## src/rtl/vv_pkg.sv

```systemverilog
// vv_pkg: shared types for the vector-vector multiply sequencer.
package vv_pkg;
    localparam int IDX_W = 8;
    localparam logic MODE_ELEM = 1'b0;
    localparam logic MODE_DOT = 1'b1;
    typedef enum logic [1:0] {IDLE, ISSUE, DRAIN, DONE} state_t;
    typedef struct packed {
        logic valid;
        logic [IDX_W-1:0] idx;
        logic first;
        logic last;
    } pipe_entry_t;
endpackage

```

## src/rtl/vv_if.sv

```systemverilog
// vv_if: job request / datapath control bundle between host and vv_ctrl.
interface vv_if #(
    parameter int AW = 5,
    parameter int LW = 3
);
    logic start;
    logic cfg_mode;
    logic [LW-1:0] cfg_len;
    logic [AW-1:0] cfg_a_base;
    logic [AW-1:0] cfg_b_base;
    logic [AW-1:0] cfg_dst_base;
    logic rd_en;
    logic [AW-1:0] rd_addr_a;
    logic [AW-1:0] rd_addr_b;
    logic acc_clr;
    logic acc_en;
    logic wr_en;
    logic [AW-1:0] wr_addr;
    logic busy;
    logic done;
    modport master (
        output start, cfg_mode, cfg_len, cfg_a_base, cfg_b_base, cfg_dst_base,
        input rd_en, rd_addr_a, rd_addr_b, acc_clr, acc_en, wr_en, wr_addr, busy, done
    );
    modport slave (
        input start, cfg_mode, cfg_len, cfg_a_base, cfg_b_base, cfg_dst_base,
        output rd_en, rd_addr_a, rd_addr_b, acc_clr, acc_en, wr_en, wr_addr, busy, done
    );
endinterface

```

## src/rtl/vv_valid_pipe.sv

```systemverilog
// vv_valid_pipe: shift register tracking element tags through read + multiply latency.
module vv_valid_pipe
    import vv_pkg::*;
#(
    parameter int DEPTH = 2
) (
    input  logic        clk,
    input  logic        rst_n,
    input  pipe_entry_t in_i,
    output pipe_entry_t out_o,
    output logic        empty_o
);
    pipe_entry_t stage_q [DEPTH];
    always_ff @(posedge clk or negedge rst_n) begin
        if (!rst_n) begin
            for (int i = 0; i < DEPTH; i++) stage_q[i] <= '0;
        end else begin
            stage_q[0] <= in_i;
            for (int i = 1; i < DEPTH; i++) stage_q[i] <= stage_q[i-1];
        end
    end
    always_comb begin
        empty_o = 1'b1;
        for (int i = 0; i < DEPTH; i++) if (stage_q[i].valid) empty_o = 1'b0;
    end
    assign out_o = stage_q[DEPTH-1];
endmodule

```

## src/rtl/vv_ctrl.sv

```systemverilog
// vv_ctrl: sequencer issuing operand reads and aligned accumulate/write strobes
// for element-wise or dot-product vector jobs.
module vv_ctrl
    import vv_pkg::*;
#(
    parameter int N = 4,
    parameter int BRAM_DEPTH = 32,
    parameter int AW = $clog2(BRAM_DEPTH),
    parameter int LW = $clog2(N + 1),
    parameter int RD_LAT = 1,
    parameter int MUL_LAT = 1
) (
    input logic clk,
    input logic rst_n,
    vv_if.slave vv_io
);
    localparam int PIPE = RD_LAT + MUL_LAT;
    state_t state_q, state_d;
    logic mode_q;
    logic [LW-1:0] len_q, idx_q, eff_len, cur_len;
    logic [AW-1:0] a_q, b_q, dst_q;
    logic rd_en_q, acc_clr_q, acc_en_q, acc_last_q, wr_en_q, busy_q, done_q;
    logic [AW-1:0] rd_addr_a_q, rd_addr_b_q, wr_addr_q;
    pipe_entry_t ent_d, po;
    logic pipe_empty, elem, dot, wr_d;
    assign elem = mode_q == MODE_ELEM;
    assign dot = mode_q == MODE_DOT;
    assign wr_d = elem ? po.valid : acc_last_q;
    // Element 0 is issued on the start edge itself so reads begin the cycle after start.
    always_comb begin
        eff_len = (vv_io.cfg_len > LW'(N)) ? LW'(N) : vv_io.cfg_len;
        cur_len = (state_q == IDLE) ? eff_len : len_q;
        ent_d = '0;
        ent_d.valid = (state_q == IDLE && vv_io.start && eff_len != '0) ||
                      (state_q == ISSUE && idx_q != len_q);
        ent_d.idx = (state_q == IDLE) ? '0 : IDX_W'(idx_q);
        ent_d.first = ent_d.idx == '0;
        ent_d.last = ent_d.idx == IDX_W'(cur_len - LW'(1));
        state_d = state_q;
        case (state_q)
            IDLE:    if (vv_io.start) state_d = (eff_len == '0) ? DONE : ISSUE;
            ISSUE:   if (idx_q == len_q) state_d = DRAIN;
            DRAIN:   if (pipe_empty && !acc_last_q) state_d = DONE;
            default: state_d = IDLE;
        endcase
    end
    vv_valid_pipe #(.DEPTH(PIPE)) u_pipe (
        .clk     (clk),
        .rst_n   (rst_n),
        .in_i    (ent_d),
        .out_o   (po),
        .empty_o (pipe_empty)
    );
    always_ff @(posedge clk or negedge rst_n) begin
        if (!rst_n) begin
            state_q <= IDLE;
            mode_q <= 1'b0;
            len_q <= '0;
            idx_q <= '0;
            a_q <= '0;
            b_q <= '0;
            dst_q <= '0;
            rd_en_q <= 1'b0;
            rd_addr_a_q <= '0;
            rd_addr_b_q <= '0;
            acc_clr_q <= 1'b0;
            acc_en_q <= 1'b0;
            acc_last_q <= 1'b0;
            wr_en_q <= 1'b0;
            wr_addr_q <= '0;
            busy_q <= 1'b0;
            done_q <= 1'b0;
        end else begin
            state_q <= state_d;
            busy_q <= state_d == ISSUE || state_d == DRAIN;
            done_q <= state_d == DONE;
            rd_en_q <= ent_d.valid;
            if (ent_d.valid) begin
                rd_addr_a_q <= ((state_q == IDLE) ? vv_io.cfg_a_base : a_q) + AW'(ent_d.idx);
                rd_addr_b_q <= ((state_q == IDLE) ? vv_io.cfg_b_base : b_q) + AW'(ent_d.idx);
            end
            if (state_q == IDLE && vv_io.start) begin
                mode_q <= vv_io.cfg_mode;
                len_q <= eff_len;
                a_q <= vv_io.cfg_a_base;
                b_q <= vv_io.cfg_b_base;
                dst_q <= vv_io.cfg_dst_base;
                idx_q <= LW'(1);
            end else if (ent_d.valid) begin
                idx_q <= idx_q + LW'(1);
            end
            acc_en_q <= po.valid && dot;
            acc_clr_q <= po.valid && dot && po.first;
            // The sum is written one cycle after its last accumulate, once the accumulator register holds it.
            acc_last_q <= po.valid && dot && po.last;
            wr_en_q <= wr_d;
            if (wr_d) wr_addr_q <= dst_q + (elem ? AW'(po.idx) : '0);
        end
    end
    assign vv_io.rd_en = rd_en_q;
    assign vv_io.rd_addr_a = rd_addr_a_q;
    assign vv_io.rd_addr_b = rd_addr_b_q;
    assign vv_io.acc_clr = acc_clr_q;
    assign vv_io.acc_en = acc_en_q;
    assign vv_io.wr_en = wr_en_q;
    assign vv_io.wr_addr = wr_addr_q;
    assign vv_io.busy = busy_q;
    assign vv_io.done = done_q;
endmodule
```

## src/flat_wrapper.sv

```systemverilog
// flat-port wrapper written by rule: the top's interface ports become plain ports
module vv_ctrl_flat import vv_pkg::*;
#(
    parameter int N = 4,
    parameter int BRAM_DEPTH = 32,
    parameter int AW = $clog2(BRAM_DEPTH),
    parameter int LW = $clog2(N + 1),
    parameter int RD_LAT = 1,
    parameter int MUL_LAT = 1
)
  (clk, rst_n, vv_io_start, vv_io_cfg_mode, vv_io_cfg_len, vv_io_cfg_a_base, vv_io_cfg_b_base, vv_io_cfg_dst_base, vv_io_rd_en, vv_io_rd_addr_a, vv_io_rd_addr_b, vv_io_acc_clr, vv_io_acc_en, vv_io_wr_en, vv_io_wr_addr, vv_io_busy, vv_io_done);
  vv_if #(.AW(AW), .LW(LW)) vv_io_i ();
  input logic clk;
  input logic rst_n;
  input wire logic [$bits(vv_io_i.start)-1:0] vv_io_start;
  input wire logic [$bits(vv_io_i.cfg_mode)-1:0] vv_io_cfg_mode;
  input wire logic [$bits(vv_io_i.cfg_len)-1:0] vv_io_cfg_len;
  input wire logic [$bits(vv_io_i.cfg_a_base)-1:0] vv_io_cfg_a_base;
  input wire logic [$bits(vv_io_i.cfg_b_base)-1:0] vv_io_cfg_b_base;
  input wire logic [$bits(vv_io_i.cfg_dst_base)-1:0] vv_io_cfg_dst_base;
  output wire logic [$bits(vv_io_i.rd_en)-1:0] vv_io_rd_en;
  output wire logic [$bits(vv_io_i.rd_addr_a)-1:0] vv_io_rd_addr_a;
  output wire logic [$bits(vv_io_i.rd_addr_b)-1:0] vv_io_rd_addr_b;
  output wire logic [$bits(vv_io_i.acc_clr)-1:0] vv_io_acc_clr;
  output wire logic [$bits(vv_io_i.acc_en)-1:0] vv_io_acc_en;
  output wire logic [$bits(vv_io_i.wr_en)-1:0] vv_io_wr_en;
  output wire logic [$bits(vv_io_i.wr_addr)-1:0] vv_io_wr_addr;
  output wire logic [$bits(vv_io_i.busy)-1:0] vv_io_busy;
  output wire logic [$bits(vv_io_i.done)-1:0] vv_io_done;
  assign vv_io_i.start = vv_io_start;
  assign vv_io_i.cfg_mode = vv_io_cfg_mode;
  assign vv_io_i.cfg_len = vv_io_cfg_len;
  assign vv_io_i.cfg_a_base = vv_io_cfg_a_base;
  assign vv_io_i.cfg_b_base = vv_io_cfg_b_base;
  assign vv_io_i.cfg_dst_base = vv_io_cfg_dst_base;
  assign vv_io_rd_en = vv_io_i.rd_en;
  assign vv_io_rd_addr_a = vv_io_i.rd_addr_a;
  assign vv_io_rd_addr_b = vv_io_i.rd_addr_b;
  assign vv_io_acc_clr = vv_io_i.acc_clr;
  assign vv_io_acc_en = vv_io_i.acc_en;
  assign vv_io_wr_en = vv_io_i.wr_en;
  assign vv_io_wr_addr = vv_io_i.wr_addr;
  assign vv_io_busy = vv_io_i.busy;
  assign vv_io_done = vv_io_i.done;
  vv_ctrl #(.N(N), .BRAM_DEPTH(BRAM_DEPTH), .AW(AW), .LW(LW), .RD_LAT(RD_LAT), .MUL_LAT(MUL_LAT)) u_core (.clk(clk), .rst_n(rst_n), .vv_io(vv_io_i));
endmodule
```

## config.mk

```make
export PLATFORM = sky130hd
export DESIGN_NAME = vv_ctrl_flat
export DESIGN_NICKNAME = d
export VERILOG_FILES = /design/src/rtl/vv_pkg.sv /design/src/rtl/vv_if.sv /design/src/rtl/vv_valid_pipe.sv /design/src/rtl/vv_ctrl.sv /design/src/flat_wrapper.sv
export SDC_FILE = /design/constraint.sdc
export NUM_CORES = 1
export LEC_CHECK = 0
export BUFFER_PORTS_ARGS = -buffer_cell sky130_fd_sc_hd__buf_2
export CAP_MARGIN = 20
export CORE_ASPECT_RATIO = 1.1
export CORE_MARGIN = 2
export CORE_UTILIZATION = 30
export DETAILED_ROUTE_END_ITERATION = 16
export PLACE_DENSITY_LB_ADDON = 0.2
export SETUP_SLACK_MARGIN = 0.2
export SYNTH_ARGS = -nofsm -noshare
export SYNTH_HDL_FRONTEND = slang
export SYNTH_SLANG_ARGS = --single-unit
```

## constraint.sdc

```tcl
create_clock -name clk -period 2.75 [get_ports clk]
set_input_delay 0.4125 -clock clk [delete_from_list [all_inputs] [get_ports clk]]
set_output_delay 0.4125 -clock clk [all_outputs]
set_load 0.005 [all_outputs]
```

==> results.json, run 1 <==
{
  "run_status": "finished clean",
  "setup_viol_count_final": 0,
  "max_slew_violations": 0,
  "final_util": 0.380,
  "wire_length_of_the_first_global_routing_pass_mm": 9.83,
  "numClockSinks": 57,
  "r2r-end": "u_core.vv_io.rd_addr_b[4]$_DFFE_PN0P_",
  "crit_type": "reg2reg",
  "yosysWarnings": 0,
  "synth.most_common_cell": "sky130_fd_sc_hd__dfrtp_1",
  "tritoncts_clock_tree": "done",
  "post_synth_most_frequent_cells": "57 x sky130_fd_sc_hd__dfrtp_1, 28 x sky130_fd_sc_hd__mux2_2, 27 x sky130_fd_sc_hd__nand2_1",
  "finalPower_mw": 4.42,
  "worst_min_path_class": "in2async",
  "die_area_mm2": 0.00992,
  "met2_usage": 0.197,
  "starting_density_of_the_core": 0.309,
  "worstPathArrival_ps": 2570,
  "layout_worst_path_cycle_share": 0.858,
  "grt_setup_unrepaired": "no",
  "syn-mean-instance-area_um2": 11.9,
  "regToRegSetupSlack_ps": 390,
  "max_stage_delay_ps": 460,
  "critical-path-slowest-cell": "sky130_fd_sc_hd__dfrtp_2",
  "fin_nets": 323,
  "globalRoute.totalOverflow": 0,
  "core-area_mm2": 0.00887,
  "max_slew.worst_pin.slew_ps": 748,
  "synth_ff_type": "sky130_fd_sc_hd__dfrtp_1",
  "clock_tree.root_cell": "sky130_fd_sc_hd__clkbuf_8",
  "power.density_cell_area_mw_per_mm2": 1310,
  "n_fill_cell": 894,
  "drt_iter0_drc": 67,
  "first_global_vias": 1923,
  "drtPass1Iterations": 4,
  "rows": 36,
  "synthTopCellsByArea": "sky130_fd_sc_hd__dfrtp_1 52%, sky130_fd_sc_hd__mux2_2 11%, sky130_fd_sc_hd__ha_1 5.5%, sky130_fd_sc_hd__nand2_1 3.7%, sky130_fd_sc_hd__mux2i_1 3.3%",
  "cp.required_ps": 2960,
  "globalRouteMet3Util": 0.0326,
  "critical-path-top-delay-family": "adder cells",
  "cts_hold_buffers": 0,
  "max_cap_violations": 0,
  "portBuffers": 42,
  "ir_drop_mv": 0.521,
  "peak_usage_layer_in_the_global_routing_report": "met2",
  "chipHeight_um": 104,
  "pin_count_of_the_biggest_net_entering_global_routing": 35,
  "place_congestion": 0.789,
  "post_synth_edffs": 0,
  "globalRouteMet1Util": 0.170,
  "drc": 0,
  "post-route-min-period_ps": 2360,
  "clk_slew_on_worst_s_h_paths_ps": 70,
  "cts_buffers": 9,
  "worstPathBufferInverterCount": 1,
  "relSlewSlack": 0.502,
  "via_per_inst": 4.55,
  "timing.fmax_ghz": 0.424,
  "cts_htree_levels": 3,
  "fraction_of_registers_with_async_set_reset": 1.00,
  "io_pins": 43,
  "timing.hold.ws_ps": 150,
  "final-seq-area_mm2": 0.00143,
  "global_route.usage.total": 0.131,
  "antenna-diode-count": 0,
  "num_vias": 1844,
  "mappedNetlistArea_mm2": 0.00274,
  "timing.setup.tns_ps": 0,
  "setup.worst_path.end_class": "register",
  "synthesis.nets": 268,
  "critical_path.reg2reg.startpoint": "u_core.state_q[1]$_DFF_PN0_",
  "reg2reg_depth": 9,
  "synth_area_leader_cell": "sky130_fd_sc_hd__dfrtp_1",
  "timing.clock.skew_ps": 8.20,
  "final_layout_size_suffix_gt1_frac": 0.340,
  "syn_inst": 231,
  "die_x_um": 95.2,
  "postSynthRegisterBits": 57,
  "antenna_found_initial": 0,
  "clk_lat_worst_skew_ps": 330,
  "syn_to_final_growth_pct": 22.9,
  "hold_viol": 0,
  "wirelength_mm": 5.69,
  "detail_route.wl_per_cell_um": 14.0,
  "critPathMaxFanout": 8,
  "power.static_leakage_nw": 1.64,
  "final_antenna_net_count": 0,
  "detailed_place_hpwl_mm": 4.14,
  "synth_unique_cells": 32,
  "post_synthesis_sequential_area_ratio": 0.520,
  "cp_cell_sequence": "or2_1 > and2_1 > ha_1 > inv_1 > fa_1 > nor2b_1 > o22ai_1 > xor2_1 > mux2_2",
  "startpoint_type": "register",
  "post-synth-top-area-fraction": 0.520,
  "cts_max_path_buffers": 2,
  "multi_input_area_mm2": 0.00125
}
[per-layer routing]
layer / share of wire / vias up
li1: - / 906
met1: 0.46 / 875
met2: 0.47 / 50
met3: 0.044 / 13
met4: 0.027 / 0
met5: 0 / -
[registers in the layout, indices dropped and copies added (netlist names), 2 cells and up]
register,flops
u_core.u_pipe.out_o,6
u_core.a_q,5
u_core.b_q,5
u_core.dst_q,5
u_core.u_pipe.stage_q,5
u_core.vv_io.rd_addr_a,5
u_core.vv_io.rd_addr_b,5
u_core.vv_io.wr_addr,5
u_core.idx_q,3
u_core.len_q,3
u_core.state_q,2
[final cells by class]
type | instances | share of cell area
multi-input cells | 158 | 0.370
well taps | 114 | 0.0423
clock inverters | 5 | 0.0304
clock buffers | 11 | 0.0419
flip-flops and latches | 57 | 0.423
inverters | 9 | 0.0100
repair buffers | 51 | 0.0824
[per-stage QoR]
step / cells / setup WS (ps) / cell area [um^2]
final: 405 / 390 / 3370
after global routing: 405 / 193 / 3370
after CTS: 405 / 291 / 3370
after detailed placement: 389 / 317 / 3120
after global placement: 389 / 306 / 3120
after floorplan: 231 / 468 / 2740
[logic make-up (layout without fill, tap and decap cells)]
family | after synthesis | count (layout) | synth area share
AND/OR/NAND/NOR | 63 | 63 | 0.114
flip-flops | 57 | 57 | 0.520
multiplexers | 37 | 37 | 0.148
AO/OA/AOI/OAI | 29 | 29 | 0.0698
buffers and inverters | 16 | 76 | 0.0274
adder cells (fa/ha/maj) | 15 | 15 | 0.0766
XOR/XNOR | 14 | 14 | 0.0447
[where the power goes]
group          switching (mW)  internal, mW
combinational           0.968          1.01
clock                   0.338         0.625
sequential              0.247          1.24
total                    1.55          2.87
[worst max path at each step]
stage                           startpoint                                     to  slack, ps  cells after the start
2_1_floorplan  u_core.state_q[1]$_DFF_PN0_  u_core.vv_io.rd_addr_b[4]$_DFFE_PN0P_        470                     12
6_report       u_core.state_q[1]$_DFF_PN0_  u_core.vv_io.rd_addr_b[4]$_DFFE_PN0P_        390                      9
5_1_grt        u_core.state_q[1]$_DFF_PN0_  u_core.vv_io.rd_addr_a[4]$_DFFE_PN0P_        190                     11
3_3_place_gp   u_core.state_q[1]$_DFF_PN0_  u_core.vv_io.rd_addr_a[4]$_DFFE_PN0P_        310                     10
4_1_cts        u_core.state_q[1]$_DFF_PN0_  u_core.vv_io.rd_addr_a[4]$_DFFE_PN0P_        290                      9
3_5_place_dp   u_core.state_q[1]$_DFF_PN0_  u_core.vv_io.rd_addr_a[4]$_DFFE_PN0P_        320                     10
[repair_timing]
action                                  CTS  global route
resized for setup                         0             3
buffers inserted                          0             0
endpoints found under the setup margin    0             2
[worst register-to-register path: cells and delay by family, from the launching register on]
family                     cells  cell delay, ps
adders and majority gates      2             620
AOI/OAI and AO/OA              1             100
muxes                          1             260
and+or+nand+nor                3             570
buffers and inverters          1              60
DFF                            1             460
xor gates and xnor gates       1             170
[layout by cell type, fill, tap and decap left out, types with 2 or more instances in the layout]
| cell | netlist | final |
|---|---|---|
| sky130_fd_sc_hd__a21o_1 | 4 | 4 |
| sky130_fd_sc_hd__a21oi_1 | 9 | 9 |
| sky130_fd_sc_hd__and2_1 | 3 | 3 |
| sky130_fd_sc_hd__and3_1 | 2 | 2 |
| sky130_fd_sc_hd__buf_2 | 6 | 42 |
| sky130_fd_sc_hd__buf_4 | 0 | 9 |
| sky130_fd_sc_hd__bufinv_16 | 0 | 3 |
| sky130_fd_sc_hd__clkbuf_8 | 0 | 10 |
| sky130_fd_sc_hd__dfrtp_1 | 57 | 56 |
| sky130_fd_sc_hd__fa_1 | 3 | 3 |
| sky130_fd_sc_hd__ha_1 | 12 | 12 |
| sky130_fd_sc_hd__inv_1 | 9 | 9 |
| sky130_fd_sc_hd__mux2_2 | 28 | 28 |
| sky130_fd_sc_hd__mux2i_1 | 9 | 9 |
| sky130_fd_sc_hd__nand2_1 | 27 | 27 |
| sky130_fd_sc_hd__nand2b_1 | 5 | 5 |
| sky130_fd_sc_hd__nor2_1 | 8 | 8 |
| sky130_fd_sc_hd__nor2b_1 | 6 | 6 |
| sky130_fd_sc_hd__nor3_1 | 2 | 2 |
| sky130_fd_sc_hd__nor3b_1 | 2 | 2 |
| sky130_fd_sc_hd__nor4_1 | 2 | 2 |
| sky130_fd_sc_hd__o21a_1 | 3 | 3 |
| sky130_fd_sc_hd__o21ai_0 | 7 | 7 |
| sky130_fd_sc_hd__o22ai_1 | 2 | 2 |
| sky130_fd_sc_hd__or3_1 | 3 | 3 |
| sky130_fd_sc_hd__xnor2_1 | 5 | 5 |
| sky130_fd_sc_hd__xor2_1 | 9 | 9 |
No activity file was read; power rests on OpenSTA's default activity.
==> run 2: changes to the inputs <==
Settings changed: REMOVE_ABC_BUFFERS from default to 1.
==> results.json, run 2 (synthesized netlist as in run 1, its figures left out) <==
{
  "run_status": "finished clean",
  "wirelength_mm": 5.46,
  "cp_cell_sequence": "or2_0 > buf_4 > nand2_1 > nand2_1 > ha_1 > inv_1 > fa_1 > nor2b_1 > o22ai_1 > xor2_1 > mux2_2",
  "first_global_vias": 1945,
  "numClockSinks": 57,
  "worst_min_path_class": "in2async",
  "portBuffers": 42,
  "clk_slew_on_worst_s_h_paths_ps": 70,
  "via_per_inst": 4.48,
  "worstPathArrival_ps": 2540,
  "post-route-min-period_ps": 2320,
  "globalRoute.totalOverflow": 0,
  "tritoncts_clock_tree": "done",
  "starting_density_of_the_core": 0.309,
  "antenna-diode-count": 0,
  "setup.worst_path.end_class": "register",
  "cts.repair_timing.setup_buffer_count": 0,
  "fin_nets": 323,
  "num_vias": 1813,
  "critical-path-slowest-cell": "sky130_fd_sc_hd__dfrtp_1",
  "startpoint_type": "register",
  "largest_reg_flops": 6,
  "cp.required_ps": 2960,
  "max_cap_violations": 0,
  "detail_route.wl_per_cell_um": 13.5,
  "antenna_found_initial": 0,
  "postCtsResizedCells": 0,
  "drt_iter0_drc": 27,
  "r2r-end": "u_core.vv_io.rd_addr_a[4]$_DFFE_PN0P_",
  "core-area_mm2": 0.00887,
  "die_x_um": 95.2,
  "timing.fmax_ghz": 0.430,
  "reg2reg_depth": 11,
  "critPathMaxFanout": 7,
  "place_congestion": 0.740,
  "power.density_cell_area_mw_per_mm2": 1260,
  "clock_tree.root_cell": "sky130_fd_sc_hd__clkbuf_8",
  "ir_drop_mv": 0.468,
  "crit_type": "reg2reg",
  "io_pins": 43,
  "drc": 0,
  "timing.setup.tns_ps": 0,
  "max_stage_delay_ps": 410,
  "cts_hold_buffers": 0,
  "layout_worst_path_cycle_share": 0.845,
  "critical_path.reg2reg.startpoint": "u_core.state_q[1]$_DFF_PN0_",
  "hold_viol": 0,
  "syn_to_final_growth_pct": 21.0,
  "timing.clock.skew_ps": 11.0,
  "finalPower_mw": 4.18,
  "clk_lat_worst_skew_ps": 330,
  "max_slew.worst_pin.slew_ps": 587,
  "drtPass1Iterations": 3,
  "final_layout_size_suffix_gt1_frac": 0.337,
  "pin_count_of_the_biggest_net_entering_global_routing": 24,
  "max_slew_violations": 0,
  "layout_commonest_cell": "sky130_fd_sc_hd__dfrtp_1",
  "grt_setup_unrepaired": "no",
  "regToRegSetupSlack_ps": 430,
  "wire_length_of_the_first_global_routing_pass_mm": 9.58,
  "cts_buffers": 9,
  "relSlewSlack": 0.597,
  "cts_max_path_buffers": 2,
  "die_area_mm2": 0.00992,
  "detailed_place_hpwl_mm": 4.12,
  "setup_viol_count_final": 0,
  "global_route.usage.total": 0.127,
  "path_common_cell": "sky130_fd_sc_hd__nand2_1",
  "chipHeight_um": 104,
  "cts_htree_levels": 3,
  "layout.cells.most_common_list": "57 x sky130_fd_sc_hd__dfrtp_1, 42 x sky130_fd_sc_hd__buf_2, 28 x sky130_fd_sc_hd__mux2_2",
  "timing.hold.ws_ps": 57.6,
  "rows": 36,
  "power.static_leakage_nw": 1.62,
  "final_antenna_net_count": 0
}
[run 2: cell count changes in the layout (fill, tap and decap cells not counted), sizes merged]
cell	before	now
clkinvlp	1	2
bufinv	3	1
clkinv	1	2
[run 2: layout make-up]
type / count / area (um^2)
Timing Repair Buffer: 51 / 278
Tap cell: 114 / 143
Fill cell: 888 / 5560
Clock inverter: 5 / 55.1
Clock buffer: 11 / 141
Multi-Input combinational cell: 158 / 1240
Sequential cell: 57 / 1430
Inverter: 9 / 33.8
[run 2: worst max-delay path by stage]
stage	startpoint	to	depth (start not counted)	slack (ps)
2_1_floorplan	u_core.state_q[0]$_DFF_PN0_	u_core.vv_io.rd_addr_b[4]$_DFFE_PN0P_	9	30
3_3_place_gp	u_core.state_q[1]$_DFF_PN0_	u_core.vv_io.rd_addr_a[4]$_DFFE_PN0P_	10	450
3_5_place_dp	u_core.state_q[0]$_DFF_PN0_	u_core.vv_io.rd_addr_a[4]$_DFFE_PN0P_	11	420
4_1_cts	u_core.state_q[0]$_DFF_PN0_	u_core.vv_io.rd_addr_a[4]$_DFFE_PN0P_	11	400
5_1_grt	u_core.state_q[1]$_DFF_PN0_	u_core.vv_io.rd_addr_a[4]$_DFFE_PN0P_	11	260
6_report	u_core.state_q[1]$_DFF_PN0_	u_core.vv_io.rd_addr_a[4]$_DFFE_PN0P_	11	430
[run 2: metrics by stage]
stage | std cells | worst slack (ps) | cell area (um^2) | utilization
3_5_place_dp | 389 | 418 | 3120 | 0.352
3_3_place_gp | 389 | 455 | 3120 | 0.352
2_1_floorplan | 224 | 31.5 | 2700 | -
4_1_cts | 405 | 403 | 3320 | 0.374
6_report | 405 | 425 | 3320 | 0.374
5_1_grt | 405 | 264 | 3320 | 0.374
[run 2: where the power goes]
part	internal, mW	leakage, nW	switching (mW)	total, mW
combinational	0.998	0.820	0.950	1.95
clock	0.440	0.0953	0.333	0.773
sequential	1.23	0.701	0.227	1.46
total	2.67	1.62	1.51	4.18
[run 2: per-layer routing]
| layer | track usage | vias up | wire length [um] |
|---|---|---|---|
| met5 | 0 | - | 0 |
| met4 | 0.0652 | 0 | 114 |
| met1 | 0.164 | 871 | 2580 |
| met3 | 0.0297 | 11 | 182 |
| li1 | - | 897 | - |
| met2 | 0.197 | 34 | 2590 |
[run 2: worst max-delay path, delay by kind of cell (launching register included)]
family | cells | cell delay, ps
adder cells (fa/ha/maj) | 2 | 550
AND/OR/NAND/NOR | 4 | 470
XOR/XNOR | 1 | 170
flip-flops | 1 | 410
multiplexers | 1 | 260
buffers and inverters | 2 | 250
AO/OA/AOI/OAI | 1 | 100
